**config.mk**
```make
export PLATFORM = sky130hd
export DESIGN_NAME = mlp_scheduler_flat
export DESIGN_NICKNAME = d
export VERILOG_FILES = /design/src/rtl/mlp_sched_if.sv /design/src/rtl/mlp_scheduler.sv /design/src/flat_wrapper.sv
export SDC_FILE = /design/constraint.sdc
export NUM_CORES = 1
export LEC_CHECK = 0
export ABC_AREA = 1
export CAP_MARGIN = 20
export CELL_PAD_IN_SITES_DETAIL_PLACEMENT = 1
export CELL_PAD_IN_SITES_GLOBAL_PLACEMENT = 2
export CORE_ASPECT_RATIO = 1.25
export CORE_MARGIN = 3
export CORE_UTILIZATION = 33
export CTS_CLUSTER_SIZE = 40
export DETAILED_ROUTE_END_ITERATION = 12
export PLACE_DENSITY_LB_ADDON = 0.1
export SLEW_MARGIN = 0
export SYNTH_ARGS = -nofsm -noshare
export SYNTH_HDL_FRONTEND = slang
export SYNTH_SLANG_ARGS = --single-unit
```
**constraint.sdc**
```tcl
create_clock -name clk -period 4.6 [get_ports clk]
set_input_delay 0.69 -clock clk [delete_from_list [all_inputs] [get_ports clk]]
set_output_delay 0.69 -clock clk [all_outputs]
set_load 0.005 [all_outputs]
```
**src/rtl/mlp_sched_if.sv**
```systemverilog
// Port bundle between mlp_scheduler and its requesters / the mlp_OX instance.
// master is the environment side (requesters + NN), slave is the scheduler.
interface mlp_sched_if #(
  parameter int XW = 16
);
  logic          train_req;
  logic [XW-1:0] train_x;
  logic          train_is_O;
  logic          train_done;
  logic          inf_req;
  logic [XW-1:0] inf_x;
  logic          inf_drop;
  logic [XW-1:0] nn_x;
  logic          nn_learn;
  logic          nn_is_O;
  logic          nn_y;
  logic [6:0]    nn_prob;
  logic          res_valid;
  logic          res_y;
  logic [6:0]    res_prob;
  logic          busy;
  logic [15:0]   train_cnt;

  modport master (
    output train_req, train_x, train_is_O, inf_req, inf_x, nn_y, nn_prob,
    input  train_done, inf_drop, nn_x, nn_learn, nn_is_O,
           res_valid, res_y, res_prob, busy, train_cnt
  );

  modport slave (
    input  train_req, train_x, train_is_O, inf_req, inf_x, nn_y, nn_prob,
    output train_done, inf_drop, nn_x, nn_learn, nn_is_O,
           res_valid, res_y, res_prob, busy, train_cnt
  );
endinterface

```
**src/rtl/mlp_scheduler.sv**
```systemverilog
// Time-multiplexes one mlp_OX between training samples and user inferences,
// each access a fixed NN_LAT+1 cycle window; inference results held on a timer.
module mlp_scheduler #(
  parameter int XW       = 16,
  parameter int NN_LAT   = 4,
  parameter int HOLD_CYC = 150000000
) (
  input  logic       clk,
  input  logic       rst,
  mlp_sched_if.slave bus
);
  localparam int CW = $clog2(NN_LAT + 1);
  localparam int HW = $clog2(HOLD_CYC + 1);

  typedef enum logic [1:0] {IDLE = 2'd0, TRAIN = 2'd1, INFER = 2'd2} st_e;

  st_e           st_q, st_d;
  logic [CW-1:0] cnt_q, cnt_d;
  logic [HW-1:0] hold_q, hold_d;
  logic [XW-1:0] buf_q, buf_d, nn_x_q, nn_x_d;
  logic          pend_q, pend_d, inf_drop_q, inf_drop_d;
  logic          nn_learn_q, nn_learn_d, nn_is_o_q, nn_is_o_d;
  logic          train_done_q, train_done_d;
  logic          after_train_q, after_train_d, after_inf_q, after_inf_d;
  logic          res_valid_q, res_valid_d, res_y_q, res_y_d;
  logic [6:0]    res_prob_q, res_prob_d;
  logic          busy_q, busy_d;
  logic [15:0]   train_cnt_q, train_cnt_d;
  logic          gnt_train, gnt_inf, win_end, learn_next;

  // Training wins right after an inference window so a stream of submits
  // cannot starve it; it sits out the idle cycle right after its own done.
  assign gnt_train  = (st_q == IDLE) && bus.train_req && !after_train_q &&
                      (after_inf_q || !pend_q);
  assign gnt_inf    = (st_q == IDLE) && pend_q && !gnt_train;
  assign win_end    = (st_q != IDLE) && (cnt_q == CW'(NN_LAT));
  assign learn_next = (st_q == TRAIN) && (cnt_q == CW'(NN_LAT - 1));

  always_ff @(posedge clk or negedge rst) begin
    if (!rst) st_q <= IDLE;
    else      st_q <= st_d;
  end

  always_comb begin
    st_d = st_q;
    unique case (st_q)
      IDLE:         if (gnt_train) st_d = TRAIN;
                    else if (gnt_inf) st_d = INFER;
      TRAIN, INFER: if (win_end) st_d = IDLE;
      default:      st_d = IDLE;
    endcase
  end

  always_comb begin
    cnt_d        = (st_q == IDLE || win_end) ? '0 : cnt_q + 1'b1;
    nn_x_d       = nn_x_q;
    nn_is_o_d    = nn_is_o_q;
    if (gnt_train) begin
      nn_x_d    = bus.train_x;
      nn_is_o_d = bus.train_is_O;
    end else if (gnt_inf) begin
      nn_x_d    = buf_q;
      nn_is_o_d = 1'b0;
    end else if (win_end) begin
      nn_is_o_d = 1'b0;
    end
    // Registered outputs: assert one cycle early so they line up with cnt==NN_LAT.
    nn_learn_d    = learn_next;
    train_done_d  = learn_next;
    train_cnt_d   = (learn_next && train_cnt_q != 16'hFFFF) ? train_cnt_q + 16'd1 : train_cnt_q;
    after_train_d = win_end && (st_q == TRAIN);
    after_inf_d   = win_end && (st_q == INFER);

    // A request landing on the consume edge still counts as an overwrite.
    buf_d      = buf_q;
    pend_d     = pend_q && !gnt_inf;
    inf_drop_d = bus.inf_req && pend_q;
    if (bus.inf_req) begin
      buf_d  = bus.inf_x;
      pend_d = 1'b1;
    end

    res_y_d     = res_y_q;
    res_prob_d  = res_prob_q;
    hold_d      = hold_q;
    res_valid_d = res_valid_q;
    if (after_inf_d) begin
      res_y_d     = bus.nn_y;
      res_prob_d  = bus.nn_prob;
      hold_d      = HW'(HOLD_CYC);
      res_valid_d = 1'b1;
    end else if (hold_q != '0) begin
      hold_d      = hold_q - 1'b1;
      res_valid_d = (hold_q != HW'(1));
    end
    busy_d = (st_d != IDLE);
  end

  always_ff @(posedge clk or negedge rst) begin
    if (!rst) begin
      cnt_q         <= '0;
      hold_q        <= '0;
      buf_q         <= '0;
      nn_x_q        <= '0;
      pend_q        <= 1'b0;
      inf_drop_q    <= 1'b0;
      nn_learn_q    <= 1'b0;
      nn_is_o_q     <= 1'b0;
      train_done_q  <= 1'b0;
      after_train_q <= 1'b0;
      after_inf_q   <= 1'b0;
      res_valid_q   <= 1'b0;
      res_y_q       <= 1'b0;
      res_prob_q    <= '0;
      busy_q        <= 1'b0;
      train_cnt_q   <= '0;
    end else begin
      cnt_q         <= cnt_d;
      hold_q        <= hold_d;
      buf_q         <= buf_d;
      nn_x_q        <= nn_x_d;
      pend_q        <= pend_d;
      inf_drop_q    <= inf_drop_d;
      nn_learn_q    <= nn_learn_d;
      nn_is_o_q     <= nn_is_o_d;
      train_done_q  <= train_done_d;
      after_train_q <= after_train_d;
      after_inf_q   <= after_inf_d;
      res_valid_q   <= res_valid_d;
      res_y_q       <= res_y_d;
      res_prob_q    <= res_prob_d;
      busy_q        <= busy_d;
      train_cnt_q   <= train_cnt_d;
    end
  end

  assign bus.nn_x       = nn_x_q;
  assign bus.nn_learn   = nn_learn_q;
  assign bus.nn_is_O    = nn_is_o_q;
  assign bus.train_done = train_done_q;
  assign bus.inf_drop   = inf_drop_q;
  assign bus.res_valid  = res_valid_q;
  assign bus.res_y      = res_y_q;
  assign bus.res_prob   = res_prob_q;
  assign bus.busy       = busy_q;
  assign bus.train_cnt  = train_cnt_q;
endmodule

```
**src/flat_wrapper.sv**
```systemverilog
// flat-port wrapper written by rule: the top's interface ports become plain ports
module mlp_scheduler_flat 
#(
  parameter int XW       = 16,
  parameter int NN_LAT   = 4,
  parameter int HOLD_CYC = 150000000
)
  (clk, rst, bus_train_req, bus_train_x, bus_train_is_O, bus_inf_req, bus_inf_x, bus_nn_y, bus_nn_prob, bus_train_done, bus_inf_drop, bus_nn_x, bus_nn_learn, bus_nn_is_O, bus_res_valid, bus_res_y, bus_res_prob, bus_busy, bus_train_cnt);
  mlp_sched_if #(.XW(XW)) bus_i ();
  input  logic clk;
  input  logic rst;
  input wire logic [$bits(bus_i.train_req)-1:0] bus_train_req;
  input wire logic [$bits(bus_i.train_x)-1:0] bus_train_x;
  input wire logic [$bits(bus_i.train_is_O)-1:0] bus_train_is_O;
  input wire logic [$bits(bus_i.inf_req)-1:0] bus_inf_req;
  input wire logic [$bits(bus_i.inf_x)-1:0] bus_inf_x;
  input wire logic [$bits(bus_i.nn_y)-1:0] bus_nn_y;
  input wire logic [$bits(bus_i.nn_prob)-1:0] bus_nn_prob;
  output wire logic [$bits(bus_i.train_done)-1:0] bus_train_done;
  output wire logic [$bits(bus_i.inf_drop)-1:0] bus_inf_drop;
  output wire logic [$bits(bus_i.nn_x)-1:0] bus_nn_x;
  output wire logic [$bits(bus_i.nn_learn)-1:0] bus_nn_learn;
  output wire logic [$bits(bus_i.nn_is_O)-1:0] bus_nn_is_O;
  output wire logic [$bits(bus_i.res_valid)-1:0] bus_res_valid;
  output wire logic [$bits(bus_i.res_y)-1:0] bus_res_y;
  output wire logic [$bits(bus_i.res_prob)-1:0] bus_res_prob;
  output wire logic [$bits(bus_i.busy)-1:0] bus_busy;
  output wire logic [$bits(bus_i.train_cnt)-1:0] bus_train_cnt;
  assign bus_i.train_req = bus_train_req;
  assign bus_i.train_x = bus_train_x;
  assign bus_i.train_is_O = bus_train_is_O;
  assign bus_i.inf_req = bus_inf_req;
  assign bus_i.inf_x = bus_inf_x;
  assign bus_i.nn_y = bus_nn_y;
  assign bus_i.nn_prob = bus_nn_prob;
  assign bus_train_done = bus_i.train_done;
  assign bus_inf_drop = bus_i.inf_drop;
  assign bus_nn_x = bus_i.nn_x;
  assign bus_nn_learn = bus_i.nn_learn;
  assign bus_nn_is_O = bus_i.nn_is_O;
  assign bus_res_valid = bus_i.res_valid;
  assign bus_res_y = bus_i.res_y;
  assign bus_res_prob = bus_i.res_prob;
  assign bus_busy = bus_i.busy;
  assign bus_train_cnt = bus_i.train_cnt;
  mlp_scheduler #(.XW(XW), .NN_LAT(NN_LAT), .HOLD_CYC(HOLD_CYC)) u_core (.clk(clk), .rst(rst), .bus(bus_i));
endmodule
```
== Word level (Yosys, flattened, before mapping) ==
Index checks and enable logic that the tools add are counted.

* $add $sub $neg: 3
* Equal/unequal tests: 6
* Mux-type cells: 15
* Reduce and logical (&&, ||, !) cells: 26

{| class="wikitable"
|+ Operators by type and width
! cell !! number
|-
| $mux W28 || 2
|-
| $mux W16 || 2
|-
| $ne A28 B1 Y1 const B || 1
|-
| $reduce_bool A28 Y1 || 1
|-
| $sub A28 B1 Y28 const B || 1
|-
| $add A16 B1 Y16 const B || 1
|-
| $ne A16 B16 Y1 const B || 1
|-
| $logic_and A1 B1 Y1 || 12
|-
| $reduce_bool A2 Y1 || 4
|-
| $mux W1 || 6
|-
| $mux W2 || 3
|-
| $logic_not A1 Y1 || 4
|-
| $pmux W2 S2 || 1
|-
| $add A3 B1 Y3 const B || 1
|-
| $eq A3 B2 Y1 const B || 1
|-
| $eq A3 B3 Y1 const B || 1
|-
| $mux W3 || 1
|-
| $reduce_bool A3 Y1 || 1
|-
| $eq A2 B1 Y1 const B || 1
|-
| $eq A2 B2 Y1 const B || 1
|-
| $logic_not A2 Y1 || 1
|-
| $logic_or A1 B1 Y1 || 2
|-
| $reduce_or A2 Y1 || 1
|}

* Flip-flop bits (word level): 97
* Input bits: 45
* Output and inout port bits: 46
* Logic and storage cells: 66

== Logic depth before layout (Yosys ltp) ==
Gate-level depths: netlist (run 1).

* Word-level depth: 10
* Mapped depth: 10
* Gate-level depth less buffers: 10

== Least setup slack after synthesis (run 1) ==
OpenSTA, ideal clock, no wires.

* Path type: input-to-reg
* Start point: input port bus_inf_req
* End point: register u_core.buf_q[10]
* Setup time: 0.125 ns
* Data arrival time: 1.571 ns
* Data required time: 4.475 ns
* Path slack: 2.904 ns
* Cell stages on the path: 3
* Path buffers: 2
* Cell sequence: clkbuf_1 -> buf_2 -> mux2_2

{| class="wikitable"
|+ RTL lines
! item !! RTL line !! source
|-
| from (decl) || flat_wrapper.sv:15 || <nowiki>input wire logic [$bits(bus_i.inf_req)-1:0] bus_inf_req;</nowiki>
|-
| to (signal assigned) || mlp_scheduler.sv:120 || <nowiki>buf_q <= buf_d;</nowiki>
|-
| to (decl) || mlp_scheduler.sv:20 || <nowiki>logic [XW-1:0] buf_q, buf_d, nn_x_q, nn_x_d;</nowiki>
|}

No word-level cell between the ends.

== Worst setup path after layout (run 1) ==
* Start point: register u_core.st_q[1]
* End point: register u_core.hold_q[26]

* Cells in the longest elaborated chain, start to end: 4
* Elaborated cells on any way between the ends: 6

{| class="wikitable"
|+ Ends and longest elaborated chain
! item !! RTL line !! source
|-
| from (decl) || mlp_scheduler.sv:17 || <nowiki>st_e st_q, st_d;</nowiki>
|-
| from (signal assigned) || mlp_scheduler.sv:41 || <nowiki>else st_q <= st_d;</nowiki>
|-
| $reduce_bool A2 Y1 || mlp_scheduler.sv:36 || <nowiki>assign win_end = (st_q != IDLE) && (cnt_q == CW'(NN_LAT));</nowiki>
|-
| $logic_and A1 B1 Y1 || mlp_scheduler.sv:36 ||
|-
| $logic_and A1 B1 Y1 (*) || mlp_scheduler.sv:72 || <nowiki>after_inf_d = win_end && (st_q == INFER);</nowiki>
|-
| $mux W28 / $reduce_bool A2 Y1 (equally long branches) || n/a ||
|-
| to (signal assigned) || mlp_scheduler.sv:119 || <nowiki>hold_q <= hold_d;</nowiki>
|-
| to (decl) || mlp_scheduler.sv:19 || <nowiki>logic [HW-1:0] hold_q, hold_d;</nowiki>
|}

Every way passes the cells marked *; elsewhere a longest branch is shown, timed or not.
A chain may end at the register's enable or synchronous reset.

==> metrics.csv, run 1 <==
stage,metric,value,unit
clock_network,clk_lat worst skew,0.36,ns
cells_and_area,post-layout net count,766,
logic_synthesis,synth top area cells,"dfrtp_1 49%, nand2_1 16%, nand3_1 6.5%, nor2_1 6.3%, inv_1 3.9%",
placed_design,Post-DP HPWL,10400,um
setup_path,reg2reg setup slack,2.05,ns
setup_path,r2r worst-path depth,8,
grt,global-route wire length before repair,23300,um
grt,number of global-route vias before repair,4785,
setup_path,CP Max Fanout,32,
clock_network,CTS Buf Count,9,
sta,Fmax,392,MHz
logic_synthesis,syn nets,676,
grt,largest net degree at the start of global routing,75,
pwr,PD cells,468,nW/um^2
setup_path,Reg-to-Reg End,u_core.hold_q[26]$_DFFE_PN0P_,
cells_and_area,synthesis-to-finish area growth,27.1,%
clock_network,CTS Root Cell,clkbuf_16,
die,die height,143,um
placed_design,GP Congestion,0.771,
die,number of I/O pins,91,
routing,drt drc,0,
logic_synthesis,"Distinct cells, synth",33,
routing,Iter 0 DRT Violations,135,
cells_and_area,"commonest non-fill, non-tap cell in the layout",nand2_1,
die,# rows,49,
setup_path,Critical Path RT,4.81,ns
sta,setup violators final,0,
clock_network,Clock Tree Buf Depth,2,
cells_and_area,layout cell share with drive strength beyond 1,6.99,%
routing,vias per cell,4.88,
sta,crit path time final,2.55,ns
routing,DRT Wirelength,13900,um
grt,GRT Overall Usage,17.9,%
logic_synthesis,Synth Cell Area,4940,um^2
clock_network,CTS tree,built,
die,Horiz. Die Dim,115,um
routing,via count,4356,
grt,antenna violations before repair,0,
clock_network,Clock Pin Slew Worst Setup and Hold Paths,0.07,ns
clock_network,post-CTS setup buffers,0,
sta,Final Hold Viols,0,
routing,DR WL/cell,15.6,um
logic_synthesis,Cells after Synth,620,
routing,wire length on met2,7460,um
setup_path,Worst Path Arrival,2.76,ns
cells_and_area,most frequent cells in the layout,"211 x nand2_1, 97 x dfrtp_1, 89 x clkdlybuf4s50_1",
setup_path,CP Capture Type,flip-flop,
sta,RSZ-0062 raised after global routing,false,
die,Starting Density,34.0,%
routing,Met3 Wirelength,456,um
logic_synthesis,post-synthesis sequential area ratio,49.1,%
sta,worst rel slew slack,37.6,%
clock_network,hold buffers post-CTS,0,
routing,Final ANT Viol Nets,0,
setup_path,CP startpoint kind,flip-flop,
pwr,Leakage Power,0.00283,uW
logic_synthesis,Synth area leader,dfrtp_1,
outcome,outcome,finished clean,
pwr,worst vdd ir,0.229,mV
setup_path,CP Class,reg2reg,
cells_and_area,final core occ,43.3,%
die,CORE AREA,14500,um^2
die,die area,16500,um^2
clock_network,post_cts resized,0,
logic_synthesis,"flops & latches, synth",97,
sta,skew final,0.00916,ns
setup_path,Worst R2R Start,u_core.st_q[1]$_DFF_PN0_,
sta,period utilization,55.5,%
sta,Fin Setup TNS,0,ns
sta,slew at the pin with the worst max-slew slack,0.936,ns
logic_synthesis,Synth top area share,49.1,%
grt,total grt overflow,0,
routing,Top Metal Used,met4,
routing,router iterations before antenna repair,4,
clock_network,H-tree depth,3,
min_path,worst min path class,in2async,
placed_design,IO Port Bufs,90,
clock_network,# clock sinks,97,
routing,Met1 Wirelength,5770,um
cells_and_area,diodes inserted,0,
logic_synthesis,Mean Syn Cell Area,7.98,um^2
sta,Final Max Slew Viols,0,
flow_run,max-cap viol count,0,
logic_synthesis,Synth warnings,0,
==> power by group <==
group	internal [uW]	leakage [uW]	switching, uW
clock network	379	0.000135	370
logic	471	0.00151	513
registers	1060	0.00119	152
total	1910	0.00283	1040
==> layout make-up <==
type,count,area [um^2]
Fill cell,1776,8250
Sequential cell,97,2430
Multi-Input combinational cell,453,2220
Timing Repair Buffer,92,913
Clock buffer,9,225
Tap cell,178,223
Inverter,57,214
Clock inverter,7,61.3
==> metrics by stage <==
stage | total power, uW | setup WS (ns) | hold WS (ns) | cells | instance area [um^2]
detailed placement | 2230 | 1.99 | 0.460 | 877 | 6000
CTS | 3000 | 1.99 | 0.470 | 893 | 6280
global placement | 2190 | 2.09 | 0.445 | 877 | 6000
global route | 3160 | 1.79 | 0.485 | 893 | 6280
finish | 2940 | 2.05 | 0.455 | 893 | 6280
floorplan | 1750 | 2.90 | 0.394 | 620 | 4940
==> layer usage <==
metal	global-route usage [%]	vias up
met1	20.8	2143
met2	32.5	64
li1	-	2137
met4	6.24	0
met3	3.69	12
met5	0	-
==> flip-flops by register name, indices dropped and copies added (netlist names) <==
| signal | flops |
|---|---|
| u_core.bus.nn_learn | 1 |
| u_core.bus.res_valid | 1 |
| u_core.pend_q | 1 |
| u_core.bus.busy | 1 |
| u_core.bus.res_prob | 7 |
| u_core.after_inf_q | 1 |
| u_core.bus.nn_x | 16 |
| u_core.st_q | 2 |
| u_core.bus.train_cnt | 16 |
| u_core.bus.inf_drop | 1 |
| u_core.bus.res_y | 1 |
| u_core.bus.nn_is_O | 1 |
| u_core.after_train_q | 1 |
| u_core.cnt_q | 3 |
| u_core.buf_q | 16 |
| u_core.hold_q | 28 |
==> worst max-delay path, stage by stage, from the launching register on <==
cell,delay (ns)
dfrtp_1,0.43
inv_1,0.11
ha_1,0.30
inv_2,0.11
nand4_1,0.08
buf_4,0.36
inv_2,0.24
nor3_4,0.67
nor2_1,0.12
==> worst max path at each step <==
stage                                  start                             end  cells after the start
finish              u_core.st_q[1]$_DFF_PN0_   u_core.hold_q[26]$_DFFE_PN0P_                      8
CTS                 u_core.st_q[1]$_DFF_PN0_   u_core.hold_q[26]$_DFFE_PN0P_                      8
detailed placement  u_core.st_q[1]$_DFF_PN0_   u_core.hold_q[26]$_DFFE_PN0P_                      8
global route        u_core.st_q[1]$_DFF_PN0_   u_core.hold_q[26]$_DFFE_PN0P_                      8
floorplan                        bus_inf_req    u_core.buf_q[10]$_DFFE_PN0P_                      3
global placement               bus_train_req  u_core.bus.nn_x[4]$_DFFE_PN0P_                      8
==> cells by family (layout without fill, tap and decap cells) <==
kind of cell	Yosys count	after routing	share of synthesized area, %
fa+ha+maj	11	11	2.78
compound gates	24	24	3.09
xor+xnor	11	11	1.95
simple gates	391	391	33.5
flops	97	97	49.1
mux	16	16	3.64
buf+inv	70	165	6.00
==> Yosys cell counts (all sizes together) <==
library cell and instances:
o21ai 11, or2 2, nand3 65, clkbuf 5, ha 11, nand4 6
xor2 3, dfrtp 97, a22oi 1, mux2 16, a21oi 6, nor3b 1
nand2 212, and2 1, inv 56, nor3 11, o211ai 1, xnor2 8
o21bai 5, nand3b 8, nor2 85, buf 8, clkinv 1
(Power assumes the default switching activity.)
==> inputs of run 2 (changes only) <==
--- a/config.mk
+++ b/config.mk
@@ -11,7 +11,7 @@
 export CELL_PAD_IN_SITES_GLOBAL_PLACEMENT = 2
 export CORE_ASPECT_RATIO = 1.25
 export CORE_MARGIN = 3
-export CORE_UTILIZATION = 33
+export CORE_UTILIZATION = 27
 export CTS_CLUSTER_SIZE = 40
 export DETAILED_ROUTE_END_ITERATION = 12
 export PLACE_DENSITY_LB_ADDON = 0.1
==> constraint.sdc (replaced) <==
create_clock -name clk -period 2.1 [get_ports clk]
set_input_delay 0.315 -clock clk [delete_from_list [all_inputs] [get_ports clk]]
set_output_delay 0.315 -clock clk [all_outputs]
set_load 0.005 [all_outputs]
==> run 2 against run 1 <==
Die area is 21% higher. Routed wire length is 7.8% higher. Clock power is 150% higher. Clock skew is 0.00052 ns lower. Register-to-register slack worse by 1.7 ns. Critical endpoint is now u_core.hold_q[21]$_DFFE_PN0P_. Largest power group unchanged.
==> metrics.csv, run 2 (synthesized netlist as in run 1, its figures left out) <==
stage,metric,value,unit
sta,RSZ-0062 raised after global routing,false,
sta,Fmax,561,MHz
sta,Final Hold Viols,0,
clock_network,post_cts resized,0,
pwr,Leakage Power,0.00296,uW
sta,worst rel slew slack,71.8,%
pwr,total power,6750,uW
cells_and_area,Reg with most FFs,u_core.hold_q,
clock_network,Clock Pin Slew Worst Setup and Hold Paths,0.07,ns
sta,final hold slack,0.427,ns
routing,DR WL/cell,15.7,um
die,Starting Density,27.9,%
cells_and_area,max reg flops,28,
grt,global-route wire length before repair,25300,um
setup_path,CP Class,reg2reg,
die,# rows,54,
flow_run,max-cap viol count,0,
cells_and_area,synthesis-to-finish area growth,32.8,%
grt,largest net degree at the start of global routing,40,
placed_design,GP Congestion,0.777,
die,Horiz. Die Dim,127,um
pwr,PD cells,1030,nW/um^2
clock_network,H-tree depth,3,
die,die area,20000,um^2
placed_design,IO Port Bufs,90,
cells_and_area,fillcell total,2159,
sta,Final Max Slew Viols,0,
setup_path,CP Capture Type,flip-flop,
sta,setup violators final,0,
clock_network,# clock sinks,97,
clock_network,clk_lat worst skew,0.35,ns
placed_design,Post-DP HPWL,11300,um
sta,period utilization,84.9,%
grt,antenna violations before repair,0,
cells_and_area,layout cell share with drive strength beyond 1,9.13,%
routing,vias per cell,4.60,
routing,DRT Wirelength,15000,um
die,number of I/O pins,91,
sta,crit path time final,1.78,ns
cells_and_area,diodes inserted,0,
sta,slew at the pin with the worst max-slew slack,0.421,ns
routing,Final ANT Viol Nets,0,
clock_network,CTS Buf Count,9,
min_path,worst min path class,in2async,
die,die height,157,um
setup_path,Worst Path Arrival,2.02,ns
cells_and_area,most frequent cells in the layout,"211 x nand2_1, 97 x dfrtp_1, 89 x clkdlybuf4s50_1",
grt,number of global-route vias before repair,4944,
setup_path,CP Max Fanout,4,
clock_network,CTS tree,built,
pwr,worst vdd ir,0.442,mV
clock_network,CTS Root Cell,clkbuf_16,
die,CORE AREA,17700,um^2
cells_and_area,post-layout net count,785,
routing,router iterations before antenna repair,4,
setup_path,CP startpoint kind,flip-flop,
outcome,outcome,finished clean,
routing,drt drc,0,
cells_and_area,"commonest non-fill, non-tap cell in the layout",nand2_1,
setup_path,Critical Path RT,2.34,ns
grt,GRT Overall Usage,16.0,%
sta,skew final,0.00864,ns
routing,via count,4409,
grt,total grt overflow,0,
sta,Fin Setup TNS,0,ns
clock_network,Clock Tree Buf Depth,2,
routing,Iter 0 DRT Violations,124,
cells_and_area,final core occ,37.1,%
## run 2: changes by cell type in the layout (fill, tap and decap cells not counted)
cell           change
inv_6              -2
dlygate4sd3_1      +1
inv_8              -1
buf_12             +3
clkinvlp_4         -1
bufinv_16          +2
clkbuf_8           +1
buf_4             +15
clkbuf_1           +1
## run 2: worst max-delay path, stage by stage (launching register included)
cell and delay [ns]:
dfrtp_1 0.40, nor2_1 0.19, nand2_1 0.11, nor2_1 0.35, nand2_1 0.19, inv_1 0.13, nand2_1 0.10, a21oi_1 0.13
nand2_1 0.06
## run 2: per-stage QoR
stage | setup WS, ns | cell area, um^2 | cells
floorplan | 0.442 | 4940 | 620
global placement | 0.313 | 6230 | 941
detailed placement | 0.278 | 6230 | 941
CTS | 0.249 | 6570 | 958
global route | 0.0464 | 6570 | 958
finish | 0.316 | 6570 | 958
## run 2: where the power goes
part | switching (uW) | internal (uW)
Clock | 759 | 1090
Combinational | 1140 | 1120
Sequential | 320 | 2320
Total | 2220 | 4520
## run 2: cell type report
type	count	area [um^2]	share of cell area [%]
inverter	57	214	3.26
timing repair buffer	111	1100	16.7
multi-input combinational	453	2220	33.8
sequential	97	2430	37.0
clock inverter	5	85.1	1.30
tap	224	280	4.27
clock buffer	11	243	3.70
## run 2: metal layers
| metal | vias to the layer above | share of wire, % | GRT usage, % | routed length (um) |
|---|---|---|---|---|
| li1 | 2171 | - | - | - |
| met1 | 2158 | 43 | 19.1 | 6380 |
| met2 | 66 | 52 | 28.5 | 7790 |
| met3 | 14 | 3.8 | 3.36 | 569 |
| met4 | 0 | 1.7 | 5.62 | 260 |
| met5 | - | 0 | 0 | 0 |
## run 2: final timing paths
check,endpoint,cells after the start,startpoint,slack [ns]
worst min register to register,u_core.cnt_q[0]$_DFF_PN0_,1,u_core.cnt_q[0]$_DFF_PN0_,0.46
min in group clk,u_core.cnt_q[0]$_DFF_PN0_,1,u_core.cnt_q[0]$_DFF_PN0_,0.46
max in group asynchronous,u_core.bus.train_cnt[10]$_DFFE_PN0P_,3,rst,1.11
worst max-delay path,u_core.hold_q[21]$_DFFE_PN0P_,8,u_core.hold_q[1]$_DFFE_PN0P_,0.32
worst min-delay path,u_core.hold_q[3]$_DFFE_PN0P_,2,rst,0.43
worst max register to register,u_core.hold_q[21]$_DFFE_PN0P_,8,u_core.hold_q[1]$_DFFE_PN0P_,0.32
## run 2: timing repair
action | 4_1_cts | 5_1_grt
buffers inserted | 0 | 0
hold endpoints to repair | 22 | 0
hold buffers | 1 | 0
==> inputs of run 3 (changes only) <==
==> constraint.sdc (replaced) <==
create_clock -name clk -period 1.5 [get_ports clk]
set_input_delay 0.225 -clock clk [delete_from_list [all_inputs] [get_ports clk]]
set_output_delay 0.225 -clock clk [all_outputs]
set_load 0.005 [all_outputs]
==> run 3 against run 2 <==
The run now ends with setup timing left. Clock skew increased by 0.0028 ns. Power up 61%. Critical path type unchanged. Sequential power rose by 41%. Non-clock buffer count rose by 125. Critical path depth is 1 higher. Clock power is 27% higher. Final cell count grew 13%. Core utilization is 9.0 points higher. Highest routed layer unchanged. Critical endpoint is now u_core.hold_q[8]$_DFFE_PN0P_. Worst setup slack lost 0.36 ns.
==> metrics.csv, run 3 (synthesized netlist as in run 1, its figures left out) <==
stage,metric,value,unit
outcome,outcome,"finished, violations left",
outcome,failing checks,setup timing,
cells_and_area,synthesis-to-finish area growth,65.1,%
placed_design,GP Congestion,0.810,
grt,largest net degree at the start of global routing,62,
pwr,Pint,6990,uW
cells_and_area,diodes inserted,0,
clock_network,CTS tree,built,
sta,setup violators final,21,
die,Horiz. Die Dim,127,um
grt,GRT Overall Usage,17.1,%
routing,router iterations before antenna repair,4,
setup_path,crit-path cells,nor2_4 -> buf_6 -> nand2_4 -> nor2_4 -> inv_2 -> or2_2 -> nand3_1 -> nand2_1 -> inv_1,
cells_and_area,post-layout net count,910,
clock_network,Clock Pin Slew Worst Setup and Hold Paths,0.08,ns
pwr,Leakage Power,0.00393,uW
setup_path,CP max stage cell,dfrtp_2,
routing,Final ANT Viol Nets,0,
pwr,Seq pwr share,34.4,%
clock_network,# clock sinks,97,
setup_path,Worst R2R Start,u_core.hold_q[3]$_DFFE_PN0P_,
pwr,P_sw,3860,uW
sta,crit path time final,1.55,ns
setup_path,r2r worst-path depth,9,
cells_and_area,layout cell share with drive strength beyond 1,36.1,%
placed_design,IO Port Bufs,90,
cells_and_area,sequential cell area,2440,um^2
sta,period utilization,103,%
die,Starting Density,27.9,%
setup_path,Worst Path Arrival,1.84,ns
setup_path,Critical Path RT,1.79,ns
cells_and_area,max reg flops,28,
cells_and_area,most frequent cells in the layout,"183 x nand2_1, 119 x buf_4, 89 x dfrtp_1",
setup_path,Reg-to-Reg End,u_core.hold_q[8]$_DFFE_PN0P_,
setup_path,CP startpoint kind,flip-flop,
setup_path,"Largest stage delay, worst path",0.46,ns
cells_and_area,area of the multi-input gates,2740,um^2
die,number of I/O pins,91,
sta,Fmax,647,MHz
pwr,worst vdd ir,0.604,mV
die,die height,157,um
cells_and_area,fillcell total,2120,
cells_and_area,Reg with most FFs,u_core.hold_q,
clock_network,CTS Buf Count,9,
placed_design,Cells after DPL,1020,
grt,global-route wire length before repair,27200,um
sta,RSZ-0062 raised after global routing,true,
clock_network,H-tree depth,3,
setup_path,reg2reg setup slack,-0.05,ns
placed_design,Post-DP HPWL,12400,um
pwr,Clk pwr share,21.7,%
setup_path,cell family with most CP delay,simple AND/OR/NAND/NOR gates,
sta,slew at the pin with the worst max-slew slack,0.349,ns
clock_network,Clock Tree Buf Depth,2,
setup_path,CP Max Fanout,4,
sta,Final Max Slew Viols,0,
die,die area,20000,um^2
sta,final worst slack,-0.0467,ns
die,# rows,54,
pwr,PD cells,1330,nW/um^2
pwr,combinational power share,44.0,%
cells_and_area,"commonest non-fill, non-tap cell in the layout",nand2_1,
min_path,worst min path class,in2async,
cells_and_area,Finished Layout Cells,1083,
flow_run,max-cap viol count,0,
clock_network,clk_lat worst skew,0.36,ns
cells_and_area,final core occ,46.1,%
setup_path,Most common cell on crit path,nor2_4,
routing,DRT Wirelength,16800,um
setup_path,buffer and inverter count on the worst path,3,
routing,DR WL/cell,15.5,um
grt,antenna violations before repair,0,
die,CORE AREA,17700,um^2
setup_path,CP Capture Type,flip-flop,
setup_path,CP Class,reg2reg,
routing,drt drc,0,
sta,worst rel slew slack,76.8,%
sta,skew final,0.0114,ns
routing,via count,4969,
routing,Iter 0 DRT Violations,145,
pwr,sw frac,35.6,%
clock_network,CTS Root Cell,clkbuf_16,
grt,number of global-route vias before repair,5517,
sta,Final Hold Viols,0,
setup_path,Worst Setup SP,u_core.hold_q[3]$_DFFE_PN0P_,
routing,vias per cell,4.59,
grt,total grt overflow,0,
run 3: cell count changes in the layout (fill, tap and decap cells not counted), moves of 11 or more:
cell	delta
nor2_4	+25
clkdlybuf4s50_1	-26
nand2_2	+22
nor2_2	+22
nand3_1	-11
buf_6	+21
buf_4	+101
nor2_1	-47
nand2_1	-28
dlymetal6s2s_1	+14
run 3: power groups by stage:
stage          clock network (uW)  logic (uW)  registers [uW]
2_1_floorplan                   0        1800            3680
3_3_place_gp                    0        3690            3660
3_5_place_dp                    0        3810            3700
4_1_cts                      2450        4240            3670
5_1_grt                      2560        5280            3800
6_report                     2350        4770            3730
run 3: how the worst max path moves through the flow:
stage | depth (start not counted) | endpoint | slack, ns
final | 9 | u_core.hold_q[8]$_DFFE_PN0P_ | -0.05
after global placement | 7 | u_core.hold_q[1]$_DFFE_PN0P_ | -0.20
after detailed placement | 9 | u_core.hold_q[22]$_DFFE_PN0P_ | -0.24
after global routing | 9 | u_core.hold_q[8]$_DFFE_PN0P_ | -0.14
after floorplan | 9 | u_core.hold_q[26]$_DFFE_PN0P_ | -0.01
after CTS | 9 | u_core.hold_q[8]$_DFFE_PN0P_ | -0.06
run 3: repair_timing:
| action | in CTS | in global routing |
|---|---|---|
| hold buffers | 1 | 0 |
| resized for setup | 95 | 106 |
| cloned | 0 | 2 |
| hold endpoints to repair | 97 | 0 |
| endpoints found under the setup margin | 76 | 89 |
| pin swaps | 15 | 20 |
| setup buffers | 26 | 20 |
run 3: routing by layer:
layer	up-vias	global-route usage [%]	part of all wire, %
met3	27	2.95	3.6
li1	2431	-	-
met2	75	31.8	54
met4	0	7.66	2.7
met1	2436	19.1	39
met5	-	0	0
run 3: through the flow:
stage,TNS [ns],setup WS (ns),total power (uW),area [um^2],hold WS (ns)
after CTS,-0.380,-0.0571,10400,7610,0.392
final,-0.418,-0.0467,10800,8170,0.391
after global placement,-5.83,-0.202,7360,6880,0.224
after floorplan,-0.0774,-0.0128,5470,4990,-0.0706
after detailed placement,-7.67,-0.237,7500,6880,0.231
after global routing,-4.65,-0.144,11600,8170,0.406
run 3: final cells by class:
class	instances	share of cell area, %
inverter	57	2.80
clock buffer	9	2.76
sequential	97	29.8
clock inverter	7	0.889
multi-input combinational	453	33.6
timing repair buffer	236	26.7
tap	224	3.43
run 3: worst register-to-register path, cell delays in order, from the launching register on:
cell	delay, ns
dfrtp_2	0.46
nor2_4	0.16
buf_6	0.12
nand2_4	0.07
nor2_4	0.14
inv_2	0.09
or2_2	0.29
nand3_1	0.07
nand2_1	0.05
inv_1	0.05
